<file path="src/rtl/cic_pkg.sv">
// Shared types and helpers for the CIC acquisition sequencer.
package cic_pkg;

    typedef enum logic [1:0] {
        ACQ_IDLE,
        ACQ_SETTLE,
        ACQ_RUN,
        ACQ_DRAIN
    } cic_acq_state_e;

    // Pointer width for a power-of-two FIFO; at least one bit so depth 2 still works.
    localparam int FIFO_PTR_W_MIN = 1;

    function automatic int fifo_ptr_w(input int depth);
        return ($clog2(depth) > FIFO_PTR_W_MIN) ? $clog2(depth) : FIFO_PTR_W_MIN;
    endfunction

endpackage

</file>
<file path="src/rtl/cic_acq_fifo.sv">
// First-word-fall-through FIFO; a push into a full FIFO is dropped unless a pop frees a slot that cycle.
module cic_acq_fifo
    import cic_pkg::*;
#(
    parameter int WIDTH = 10,
    parameter int DEPTH = 4
) (
    input  logic             clk_i,
    input  logic             rst_i,
    input  logic             push_i,
    input  logic [WIDTH-1:0] push_data_i,
    input  logic             pop_i,
    output logic [WIDTH-1:0] head_data_o,
    output logic             empty_o,
    output logic             full_o
);

    localparam int             PTR_W     = fifo_ptr_w(DEPTH);
    localparam logic [PTR_W:0] DEPTH_CNT = (PTR_W + 1)'(DEPTH);

    logic [WIDTH-1:0] mem_reg [DEPTH];
    logic [PTR_W-1:0] wr_ptr_reg;
    logic [PTR_W-1:0] rd_ptr_reg;
    logic [PTR_W:0]   count_reg;
    logic             pop_en;
    logic             push_en;

    assign empty_o = (count_reg == '0);
    assign full_o  = (count_reg == DEPTH_CNT);
    assign pop_en  = pop_i && !empty_o;
    assign push_en = push_i && (!full_o || pop_en);

    // Head reads as zero while empty so the (optional) tag field has a defined reset value.
    assign head_data_o = empty_o ? '0 : mem_reg[rd_ptr_reg];

    always_ff @(posedge clk_i) begin
        if (push_en) begin
            mem_reg[wr_ptr_reg] <= push_data_i;
        end
    end

    always_ff @(posedge clk_i) begin
        if (rst_i) begin
            wr_ptr_reg <= '0;
            rd_ptr_reg <= '0;
            count_reg  <= '0;
        end else begin
            if (push_en) begin
                wr_ptr_reg <= wr_ptr_reg + PTR_W'(1);
            end
            if (pop_en) begin
                rd_ptr_reg <= rd_ptr_reg + PTR_W'(1);
            end
            case ({push_en, pop_en})
                2'b10:   count_reg <= count_reg + (PTR_W + 1)'(1);
                2'b01:   count_reg <= count_reg - (PTR_W + 1)'(1);
                default: count_reg <= count_reg;
            endcase
        end
    end

endmodule

</file>
<file path="src/rtl/cic_acq_sequencer.sv">
// Drives one CIC decimator through settle/capture/drain and streams captured samples out.
// Optional build macro CIC_ACQ_TAG_EN adds tag_o (index of the head sample within its burst).
module cic_acq_sequencer
    import cic_pkg::*;
#(
    parameter int SAMPLE_W       = 10,
    parameter int FIFO_DEPTH     = 4,
    parameter int SETTLE_SAMPLES = 2,
    parameter int BURST_W        = 16
) (
    input  logic                clk_i,
    input  logic                rst_i,
    input  logic                start_i,
    input  logic                stop_i,
    input  logic [BURST_W-1:0]  burst_len_i,
    output logic                cic_rstn_o,
    input  logic                cic_strobe_i,
    input  logic [SAMPLE_W-1:0] cic_sample_i,
    output logic [SAMPLE_W-1:0] sample_o,
    output logic                sample_valid_o,
    input  logic                sample_ready_i,
    output logic                busy_o,
    output logic                done_o,
    output logic                overflow_o
`ifdef CIC_ACQ_TAG_EN
    ,
    output logic [BURST_W-1:0]  tag_o
`endif
);

`ifdef CIC_ACQ_TAG_EN
    localparam int FIFO_W = SAMPLE_W + BURST_W;
`else
    localparam int FIFO_W = SAMPLE_W;
`endif
    localparam logic [BURST_W-1:0] SETTLE_CNT = BURST_W'(SETTLE_SAMPLES);

    cic_acq_state_e     state_reg;
    logic               strb_q_reg;
    logic               cic_rstn_reg;
    logic               busy_reg;
    logic               done_reg;
    logic               overflow_reg;
    logic [BURST_W-1:0] burst_len_reg;
    logic [BURST_W-1:0] burst_cnt_reg;
    logic [BURST_W-1:0] settle_cnt_reg;

    logic               strb_edge;
    logic               cap_push;
    logic               pop_fire;
    logic               cap_drop;
    logic               burst_last;
    logic [BURST_W-1:0] burst_inc;
    logic [BURST_W-1:0] settle_inc;
    logic [FIFO_W-1:0]  fifo_push_data;
    logic [FIFO_W-1:0]  fifo_head;
    logic               fifo_empty;
    logic               fifo_full;

    assign strb_edge  = cic_strobe_i && !strb_q_reg;
    assign cap_push   = (state_reg == ACQ_RUN) && strb_edge;
    assign pop_fire   = sample_valid_o && sample_ready_i;
    assign cap_drop   = cap_push && fifo_full && !pop_fire;
    // Burst count saturates so continuous mode never wraps back onto a real length.
    assign burst_inc  = (&burst_cnt_reg) ? burst_cnt_reg : burst_cnt_reg + BURST_W'(1);
    assign settle_inc = settle_cnt_reg + BURST_W'(1);
    assign burst_last = (burst_len_reg != '0) && (burst_inc == burst_len_reg);

`ifdef CIC_ACQ_TAG_EN
    assign fifo_push_data = {burst_cnt_reg, cic_sample_i};
    assign tag_o          = fifo_head[FIFO_W-1:SAMPLE_W];
`else
    assign fifo_push_data = cic_sample_i;
`endif
    assign sample_o       = fifo_head[SAMPLE_W-1:0];
    assign sample_valid_o = !fifo_empty;
    assign cic_rstn_o     = cic_rstn_reg;
    assign busy_o         = busy_reg;
    assign done_o         = done_reg;
    assign overflow_o     = overflow_reg;

    cic_acq_fifo #(
        .WIDTH (FIFO_W),
        .DEPTH (FIFO_DEPTH)
    ) u_fifo (
        .clk_i       (clk_i),
        .rst_i       (rst_i),
        .push_i      (cap_push),
        .push_data_i (fifo_push_data),
        .pop_i       (sample_ready_i),
        .head_data_o (fifo_head),
        .empty_o     (fifo_empty),
        .full_o      (fifo_full)
    );

    always_ff @(posedge clk_i) begin
        if (rst_i) begin
            state_reg      <= ACQ_IDLE;
            strb_q_reg     <= 1'b0;
            cic_rstn_reg   <= 1'b0;
            busy_reg       <= 1'b0;
            done_reg       <= 1'b0;
            overflow_reg   <= 1'b0;
            burst_len_reg  <= '0;
            burst_cnt_reg  <= '0;
            settle_cnt_reg <= '0;
        end else begin
            done_reg   <= 1'b0;
            strb_q_reg <= (state_reg == ACQ_IDLE) ? 1'b0 : cic_strobe_i;
            if (cap_drop) begin
                overflow_reg <= 1'b1;
            end
            case (state_reg)
                ACQ_IDLE: begin
                    if (start_i && !stop_i) begin
                        burst_len_reg  <= burst_len_i;
                        burst_cnt_reg  <= '0;
                        settle_cnt_reg <= '0;
                        overflow_reg   <= 1'b0;
                        busy_reg       <= 1'b1;
                        cic_rstn_reg   <= 1'b1;
                        state_reg      <= (SETTLE_SAMPLES == 0) ? ACQ_RUN : ACQ_SETTLE;
                    end
                end
                ACQ_SETTLE: begin
                    if (stop_i) begin
                        busy_reg     <= 1'b0;
                        cic_rstn_reg <= 1'b0;
                        state_reg    <= ACQ_IDLE;
                    end else if (strb_edge) begin
                        settle_cnt_reg <= settle_inc;
                        if (settle_inc == SETTLE_CNT) begin
                            state_reg <= ACQ_RUN;
                        end
                    end
                end
                ACQ_RUN: begin
                    if (strb_edge) begin
                        burst_cnt_reg <= burst_inc;
                    end
                    if (stop_i || (strb_edge && burst_last)) begin
                        cic_rstn_reg <= 1'b0;
                        state_reg    <= ACQ_DRAIN;
                    end
                end
                ACQ_DRAIN: begin
                    if (fifo_empty) begin
                        done_reg  <= 1'b1;
                        busy_reg  <= 1'b0;
                        state_reg <= ACQ_IDLE;
                    end
                end
                default: state_reg <= ACQ_IDLE;
            endcase
        end
    end

endmodule
</file>
<file path="config.mk">
export PLATFORM = sky130hd
export DESIGN_NAME = cic_acq_sequencer
export DESIGN_NICKNAME = d
export VERILOG_FILES = /design/src/rtl/cic_pkg.sv /design/src/rtl/cic_acq_fifo.sv /design/src/rtl/cic_acq_sequencer.sv
export SDC_FILE = /design/constraint.sdc
export NUM_CORES = 1
export LEC_CHECK = 0
export BUFFER_PORTS_ARGS = -buffer_cell sky130_fd_sc_hd__buf_2
export CORE_ASPECT_RATIO = 0.5
export CORE_MARGIN = 1
export CORE_UTILIZATION = 45
export CTS_CLUSTER_DIAMETER = 60
export DETAILED_ROUTE_END_ITERATION = 7
export PLACE_DENSITY = 0.73
export REMOVE_ABC_BUFFERS = 1
export SYNTH_ARGS = -nofsm -noshare
export SYNTH_HDL_FRONTEND = slang
export SYNTH_SLANG_ARGS = --single-unit
</file>
<file path="constraint.sdc">
create_clock -name clk_i -period 3.6 [get_ports clk_i]
set_input_delay 0.18 -clock clk_i [delete_from_list [all_inputs] [get_ports clk_i]]
set_output_delay 0.18 -clock clk_i [all_outputs]
set_load 0.03 [all_outputs]
</file>
# After elaboration in Yosys (flattened, before gate mapping)
# Memories as Yosys holds them, arrays and structs flattened. A register that Yosys moved wholly into a read port is not among the register bits.
# Cells that the tools add are included.
# totals
mem_count	1
register_bits	62
latch_bits	0
ram_bits	40
inputBits	32
mem_bits_ro	0
out_inout_bits	15
word_cells	100
# classes
reduce_logical	33
bitwise_logic	1
n_div	0
eq_ne	17
n_lt_le_gt_ge	0
n_addsub	6
multipliers	0
muxes	30
shifts	0
# memory_table
memory	words	word_bits	rd	rd_clocked_by_memory_dff	wr	line	source
u_fifo.mem_reg	4	10	1	1	1	cic_acq_fifo.sv:21	logic [WIDTH-1:0] mem_reg [DEPTH];
# op_table
op	count
$mux W16	5
$pmux W16 S2	2
$add A16 B1 Y16 const B	2
$eq A16 B16 Y1	1
$eq A16 B2 Y1 const B	1
$mux W2	8
$reduce_and A16 Y1	1
$reduce_bool A16 Y1	1
$reduce_and A4 Y1	3
$mux W1	10
$mux W10	1
$logic_and A1 B1 Y1	9
$ne A2 B2 Y1 const B	4
$pmux W2 S4	1
$eq A2 B2 Y1 const B	3
$ne A2 B1 Y1 const B	3
$ne A3 B3 Y1 const B	2
$pmux W1 S3	2
$pmux W3 S2	1
$reduce_bool A2 Y1	3
$reduce_bool A3 Y1	2
$logic_not A1 Y1	5
$reduce_and A5 Y1	1
$add A2 B1 Y2 const B	2
other kinds (11)	14

# Logic depth before layout (Yosys ltp)
# Gate-level depths: netlist (run 1).
# logic_depth
ltp_word	8
depth_mapped	11
depth_no_buf	9

# Hierarchy
# A second synthesis (run 1) with hierarchy kept.
# unflattened
hier_cells	644
hier_area_um2	5959.5
# modules_own_cells
module	cells_per_inst	seq_area_each_um2	area_per_inst_um2	n_inst
cic_acq_sequencer	513	1101.1	3741.1	1
cic_acq_fifo	131	1381.3	2218.4	1

# Worst setup path after synthesis (run 1)
# OpenSTA, ideal clock, no wires.
# synth_path
path_type	flip-flop to flip-flop
from	register u_fifo.count_reg[1]
to	register u_fifo.count_reg[2]
setup_slack_ns	0.966
arrival_ns	2.506
stages_incl_launch_ff	10
path_cell_list	dfxtp_1 > clkbuf_1 > or3_1 > clkbuf_1 > clkbuf_1 > nand3_1 > fa_1 > or3_1 > a311oi_1 > nor2_1
# synth_via
elab_chain_cells	7
elab_cells_between_ends	13
# synth_lines
item	line	source
from (decl)	cic_acq_fifo.sv:24	logic [PTR_W:0] count_reg;
from (signal assigned)	cic_acq_fifo.sv:55	2'b10: count_reg <= count_reg + (PTR_W + 1)'(1);
from (signal assigned)	cic_acq_fifo.sv:56	2'b01: count_reg <= count_reg - (PTR_W + 1)'(1);
from (signal assigned)	cic_acq_fifo.sv:57	default: count_reg <= count_reg;
$logic_not A3 Y1 *	cic_acq_fifo.sv:28	assign empty_o = (count_reg == '0);
$logic_not A1 Y1 *	-	
named net sample_valid_o	cic_acq_sequencer.sv:20	output logic sample_valid_o,
$logic_and A1 B1 Y1 *	cic_acq_fifo.sv:30	assign pop_en = pop_i && !empty_o;
$logic_or A1 B1 Y1	cic_acq_fifo.sv:31	assign push_en = push_i && (!full_o || pop_en);
$logic_and A1 B1 Y1	cic_acq_fifo.sv:31	
$eq A2 B1 Y1 or $eq A2 B2 Y1 (tied branches)	cic_acq_fifo.sv:54	case ({push_en, pop_en})
$pmux W3 S2 or $reduce_bool A2 Y1 (tied branches)	-	
# Mark *: on every way through the listed nets, which the timed path passes. The rest lies on a longest branch.
# A chain may end at the register's enable or synchronous reset.

# Final worst setup path (run 1)
# layout_path
from	register burst_cnt_reg[0]
to	register state_reg[0]
# layout_via
elab_chain_cells	8
elab_cells_between_ends	9
# layout_lines
item	line	source
from (decl)	cic_acq_sequencer.sv:45	logic [BURST_W-1:0] burst_cnt_reg;
from (signal assigned)	cic_acq_sequencer.sv:139	burst_cnt_reg <= burst_inc;
$add A16 B1 Y16 or $reduce_and A16 Y1 (tied branches)	cic_acq_sequencer.sv:65	assign burst_inc = (&burst_cnt_reg) ? burst_cnt_reg : burst_cnt_reg + BURST_W'(1);
$mux W16 *	cic_acq_sequencer.sv:65	
$eq A16 B16 Y1 *	cic_acq_sequencer.sv:67	assign burst_last = (burst_len_reg != '0) && (burst_inc == burst_len_reg);
$logic_and A1 B1 Y1 *	cic_acq_sequencer.sv:67	
$logic_and A1 B1 Y1 *	cic_acq_sequencer.sv:141	if (stop_i || (strb_edge && burst_last)) begin
$logic_or A1 B1 Y1 *	cic_acq_sequencer.sv:141	
$ne A2 B1 Y1 (no line) *	-	
$reduce_and A5 Y1 (no line) *	-	
to (signal assigned)	cic_acq_sequencer.sv:122	state_reg <= (SETTLE_SAMPLES == 0) ? ACQ_RUN : ACQ_SETTLE;
to (decl)	cic_acq_sequencer.sv:38	cic_acq_state_e state_reg;
# Mark *: on every way between the ends. The rest lies on a longest branch, timed or not.

==> impl_metrics.tcl, run 1 <==
set metrics [dict create \
    status "complete, no violations" \
    seqCellArea_mm2 0.002482 \
    hold_viol_final 0 \
    synthMuxAreaShare_pct 5.487 \
    synth-xor-area-share_pct 3.763 \
    via_count 4569 \
    critical_path_arrival_ns 3.12 \
    path_cells "ha_1 > and3_1 > nand4_4 > or3_1 > a22oi_1 > nand4_1 > nor2_2 > nand2_1 > a311oi_2" \
    pre_cts_ws_ns 0.8072 \
    overflow 0 \
    cts_sinks 104 \
    worst_pin_slew_ns 0.8344 \
    maxSlewHeadroom_pct 43.79 \
    postSynthAreaPerCell_um2 9.342 \
    ys.flop_type "dfxtp_1" \
    synthSimpleGateAreaFrac_pct 24.43 \
    criticalPathCategory "reg -> reg" \
    tns_ns 0 \
    htree_levels 3 \
    synth_adder_area_share_pct 3.046 \
    syn_area_mm2 0.005587 \
    hpwl_um 8850 \
    drt-pass1-iter-count 5 \
    endpoint_kind "flip-flop" \
    period_minus_slack_ns 2.855 \
    drive_gt1_share_pct 14.92 \
    multi_input_area_mm2 0.002880 \
    cts_made_buffers 9 \
    ctsRootBufferMaster "clkbuf_16" \
    clock_latency_ns 0.35 \
    nets 670 \
    routed_wl_um 12670 \
    ios 47 \
    nFillCells 1107 \
    detail_route.vias_per_cell 5.747 \
    synth_edf_count 40 \
    fmax_ghz 0.3502 \
    ir_drop_uv 210.0 \
    synth_top_family_by_area "simple AND/OR/NAND/NOR gates" \
    rows 28 \
    fin_crit_sh_pct 79.32 \
    maxCapViolCount 0 \
    ctsResizeCount 0 \
    place_congestion 0.9587 \
    synthDistinctLibCells 65 \
    area_growth_pct 11.11 \
    antenna_cells 0 \
    worst_slack_ns 0.7447 \
    hp-class "in -> reg" \
    ys_seq_area_share_pct 44.43 \
    die_w_um 159.6 \
    p_leak_nw 2.183 \
    synth_cells 598 \
    ys_ff_latch 104 \
    drc_errors 0 \
    grt_pass1_wl_um 20820 \
    hold_ws_ns 0.04330 \
    grt_usage_pct 20.46 \
    antenna_found_initial 0 \
    ant_nets 0 \
    start_util_pct 46.76 \
    coreArea_mm2 0.01195 \
    grt_pass1_vias 4206 \
    slowest_stage "and3_1" \
    critPathLaunchType "flip-flop" \
    yosysWarnings 0 \
    synth_compound_area_share_pct 14.83 \
    clock_skew_ns 0.005735 \
    worstPathRequired_ns 3.86 \
    setup_viol_count_final 0 \
    largest_reg_flops 40 \
    cpPeakStageDelay_ns 0.49 \
    tritoncts "built" \
    maxSlewViolCount 0 \
    layout_commonest_cell "nand2_1" \
    clockBufferDepth 2 \
    grt_max_degree 42 \
    dr.first_iter.drc_count 450 \
    cts_hold_buf 0 \
    postCtsSetupBuffers 0 \
    mostFrequentLayoutCells "71 x nand2_1, 64 x dfxtp_1, 59 x a21oi_1" \
    io_buffer_count 46 \
    synthArstFlopShare_pct 0 \
    die_area_mm2 0.01289 \
    fin_util_pct 51.96 \
    clkTransAtPathRegs_ns 0.08 \
    worst-path-max-fanout 10 \
    rsz0062_at_grt "no" \
    p_per_area_mw_per_mm2 415.4 \
    wire_per_inst_um 15.93 \
    die_h_um 80.79 \
]
[metal layers]
layer / share of wire [%] / track usage, % / vias to the layer above
met5: 0 / 0 / -
met4: 1.7 / 7.981 / 0
met3: 4.8 / 3.677 / 17
met2: 46 / 34.32 / 111
met1: 47 / 26.75 / 2195
li1: - / - / 2246
[report_power, final]
group | leakage [nW] | internal [W] | switching (W)
Clock | 0.156 | 0.000559 | 0.000479
Sequential | 0.877 | 0.00124 | 0.0000220
Combinational | 1.15 | 0.0000998 | 0.000180
[per-stage QoR]
| stage | total power [W] | cell area [um^2] | instances |
|---|---|---|---|
| after global placement | 0.001559 | 5889 | 779 |
| after floorplan | 0.001462 | 5415 | 563 |
| after CTS | 0.002597 | 6207 | 795 |
| final | 0.002579 | 6207 | 795 |
| after detailed placement | 0.001566 | 5889 | 779 |
| after global routing | 0.002686 | 6207 | 795 |
[cell usage after synthesis (3+ instances only)]
cell type	number	share of area, %
clkbuf_1	21	1.4
nand2b_1	6	0.67
a22oi_1	7	0.94
nor2_1	53	3.6
nand4_1	10	1.1
and3_1	6	0.67
nand2_1	71	4.8
nand3_1	15	1.3
xnor2_1	14	2.2
and2_1	18	2.0
mux4_2	10	4.0
and4_1	4	0.63
inv_1	13	0.87
a21oi_1	59	5.3
ha_1	12	2.7
nand4b_1	3	0.47
or3_1	5	0.56
nor4_1	12	1.3
nor3b_1	4	0.54
buf_2	5	0.45
o21ai_0	23	2.1
mux2i_1	7	1.3
xor2_1	10	1.6
edfxtp_1	40	22
buf_4	5	0.67
nor2b_1	5	0.56
nand3b_1	3	0.40
dfxtp_1	64	23
or4_1	5	0.67
o21a_1	4	0.54
a311oi_1	5	0.78
a31oi_1	7	0.78
nor3_1	24	2.2
o211ai_1	4	0.54
[critical path: cells and delay by family, from the launching register on]
family | cells | cell delay (ns)
DFF | 1 | 0.46
and+or+nand+nor | 6 | 1.57
adders and majority gates | 1 | 0.31
AOI/OAI and AO/OA | 2 | 0.43
[final timing paths]
path	endpoint	cells past startpoint	from	slack (ns)
setup / recovery	state_reg[0]	9	burst_cnt_reg[0]	0.74
setup reg to reg	state_reg[0]	9	burst_cnt_reg[0]	0.74
hold / removal	u_fifo.mem_reg[1][9]	1	cic_sample_i[9]	0.04
hold reg to reg	burst_len_reg[5]	2	burst_len_reg[5]	0.49
[logic make-up after synthesis]
logic type | count (synthesis)
flops | 104
compound gates | 131
fa+ha+maj | 13
mux | 18
simple gates | 259
xor+xnor | 24
buf+inv | 49
[final cells by class]
type | count | share of cell area (%)
multi-input cells | 445 | 46.40
flip-flops and latches | 104 | 39.99
clock buffers | 9 | 3.628
well taps | 165 | 3.326
inverters | 14 | 0.8466
clock inverters | 7 | 1.492
repair buffers | 51 | 4.314
Power figures use the tool's default switching activity.
==> run 2: changes to the inputs <==
PLACE_DENSITY = 0.75   (was 0.73)
clock period = 2.3 ns   (was 3.6 ns; I/O delays follow)
==> run 2 against run 1 <==
The run now ends with negative setup slack left. Routed wire length up 15%. Clock skew increased by 0.0029 ns. First-iteration DRC count is 8.4% lower. Register-to-register slack worse by 0.82 ns. Via count is 11% higher. Utilization increased by 10 points. Non-clock buffer count grew 115. Combinational power up 94%. Die area did not move. Sequential power increased by 56%. Flip-flop and latch count unchanged.
==> impl_metrics.tcl, run 2 (synthesis results as in run 1) <==
set metrics [dict create \
    drc_errors 0 \
    antenna_found_initial 0 \
    maxCapViolCount 0 \
    ios 47 \
    routed_wl_um 14620 \
    htree_levels 3 \
    criticalPathCategory "reg -> reg" \
    area_growth_pct 33.03 \
    clkTransAtPathRegs_ns 0.07 \
    wire_per_inst_um 16.06 \
    cpLargestDelayFamily "simple AND/OR/NAND/NOR gates" \
    nFillCells 978 \
    path_cells "nand4_4 > clkbuf_16 > nor4_1 > nor3_1 > a211oi_2 > nand4_1 > nor2_2 > nand2_1 > a311oi_2" \
    reg2regPathDepth 9 \
    die_w_um 159.6 \
    grt_pass1_vias 4653 \
    hp-class "in -> reg" \
    pwr-share-comb_pct 13.4 \
    overflow 0 \
    switching_power_w 0.001108 \
    layout_commonest_cell "buf_4" \
    cp_num_buf_inv 1 \
    nets 785 \
    drt-pass1-iter-count 4 \
    mostFrequentLayoutCells "87 x buf_4, 71 x nand2_1, 58 x a21oi_1" \
    fmax_ghz 0.4217 \
    slowest_stage "nor4_1" \
    start_util_pct 46.76 \
    cpPeakStageDelay_ns 0.46 \
    placed_area_mm2 0.006492 \
    place_congestion 0.9235 \
    worstPathRequired_ns 2.58 \
    maxSlewViolCount 0 \
    ant_nets 0 \
    critical_path_arrival_ns 2.65 \
    hold_viol_final 0 \
    clock_latency_ns 0.36 \
    setup_viol_count_final 2 \
    clkPwrFrac_pct 38.0 \
    worst-path-max-fanout 6 \
    fin_util_pct 62.21 \
    critPathLaunchType "flip-flop" \
    ctsRootBufferMaster "clkbuf_16" \
    internal_power_w 0.002934 \
    largest_reg_flops 40 \
    worst_slack_ns -0.07151 \
    dr.first_iter.drc_count 412 \
    cp.depth 9 \
    clock_skew_ns 0.008629 \
    hpwl_um 9839 \
    io_buffer_count 46 \
    final_area_mm2 0.007432 \
    p_leak_nw 2.879 \
    seq_power_share_pct 48.6 \
    rows 28 \
    p_per_area_mw_per_mm2 543.8 \
    cts_sinks 104 \
    period_minus_slack_ns 2.372 \
    hold_depth 3 \
    worst_pin_slew_ns 0.5482 \
    ir_drop_uv 315.0 \
    grt_max_degree 65 \
    grt_usage_pct 22.57 \
    via_count 5071 \
    drive_gt1_share_pct 31.54 \
    die_area_mm2 0.01289 \
    fin_crit_sh_pct 103.1 \
    cts_made_buffers 9 \
    maxSlewHeadroom_pct 63.36 \
    detail_route.vias_per_cell 5.573 \
    coreArea_mm2 0.01195 \
    status "finished, violations left" \
    tritoncts "built" \
    clockBufferDepth 2 \
    endpoint_kind "flip-flop" \
    sw_frac_of_total_pct 27.41 \
    grt_pass1_wl_um 22760 \
    die_h_um 80.79 \
    antenna_cells 0 \
    violations "negative setup slack" \
]
-- run 2: changes by cell type in the layout (fill, tap and decap cells not counted), moves of 3 or more --
cell | previous run | this run
buf_4 | 5 | 87
dlygate4sd3_1 | 0 | 25
dfxtp_1 | 64 | 41
dfxtp_2 | 0 | 20
buf_6 | 0 | 4
nor3_1 | 24 | 20
dfxtp_4 | 0 | 3
inv_8 | 1 | 4
nor4_4 | 0 | 3
-- run 2: worst min-delay path, cell delays in order --
cell     delay, ns
buf_2         0.10
nand2_1       0.05
a21oi_1       0.05
-- run 2: power by group through the flow --
stage                     Clock, W  Sequential, W  Combinational, W
after floorplan                  0        0.00202          0.000270
final                      0.00154        0.00196          0.000541
after global routing       0.00164        0.00197          0.000592
after global placement           0        0.00201          0.000469
after detailed placement         0        0.00201          0.000480
after CTS                  0.00157        0.00197          0.000521
-- run 2: metrics by stage --
step	total power [W]	hold WS [ns]	setup slack, ns	setup TNS (ns)	cells
global placement	0.002479	0.3333	-0.06254	-0.1243	856
detailed placement	0.002490	0.3429	-0.1380	-0.3464	856
floorplan	0.002288	0.1796	-0.1555	-0.7945	563
CTS	0.004056	0.0002558	0.001127	0	899
global route	0.004197	0.02824	-0.1032	-0.2281	910
finish	0.004041	0.007878	-0.07151	-0.1019	910
-- run 2: layer usage --
metal | wire [um] | track usage [%] | vias up
li1 | - | - | 2483
met1 | 6480 | 27.65 | 2407
met2 | 7100 | 40.44 | 145
met3 | 604 | 3.933 | 36
met4 | 431 | 8.846 | 0
met5 | 0 | 0 | -
-- run 2: final cells by class --
type | instances | area [um^2] | share of cell area, %
Timing Repair Buffer | 166 | 1259 | 16.94
Sequential cell | 104 | 2519 | 33.89
Tap cell | 165 | 206.4 | 2.778
Clock buffer | 9 | 225.2 | 3.030
Inverter | 14 | 52.55 | 0.7071
Clock inverter | 7 | 71.32 | 0.9596
Multi-Input combinational cell | 445 | 3099 | 41.70
-- run 2: path summary, 6_finish.rpt --
kind | from | to | slack, ns
worst min register to register | busy_o | busy_o | 0.49
worst min-delay path | burst_len_i[14] | burst_len_reg[14] | 0.008
worst max register to register | burst_cnt_reg[7] | state_reg[0] | -0.07
worst max-delay path | burst_cnt_reg[7] | state_reg[0] | -0.07
-- run 2: timing repair --
action | CTS | global route
buffers inserted | 2 | 10
pin swaps | 4 | 21
endpoints found under the setup margin | 3 | 3
hold endpoints to repair | 55 | 0
gates resized for setup | 23 | 52
hold buffers | 25 | 0
gates cloned | 0 | 1
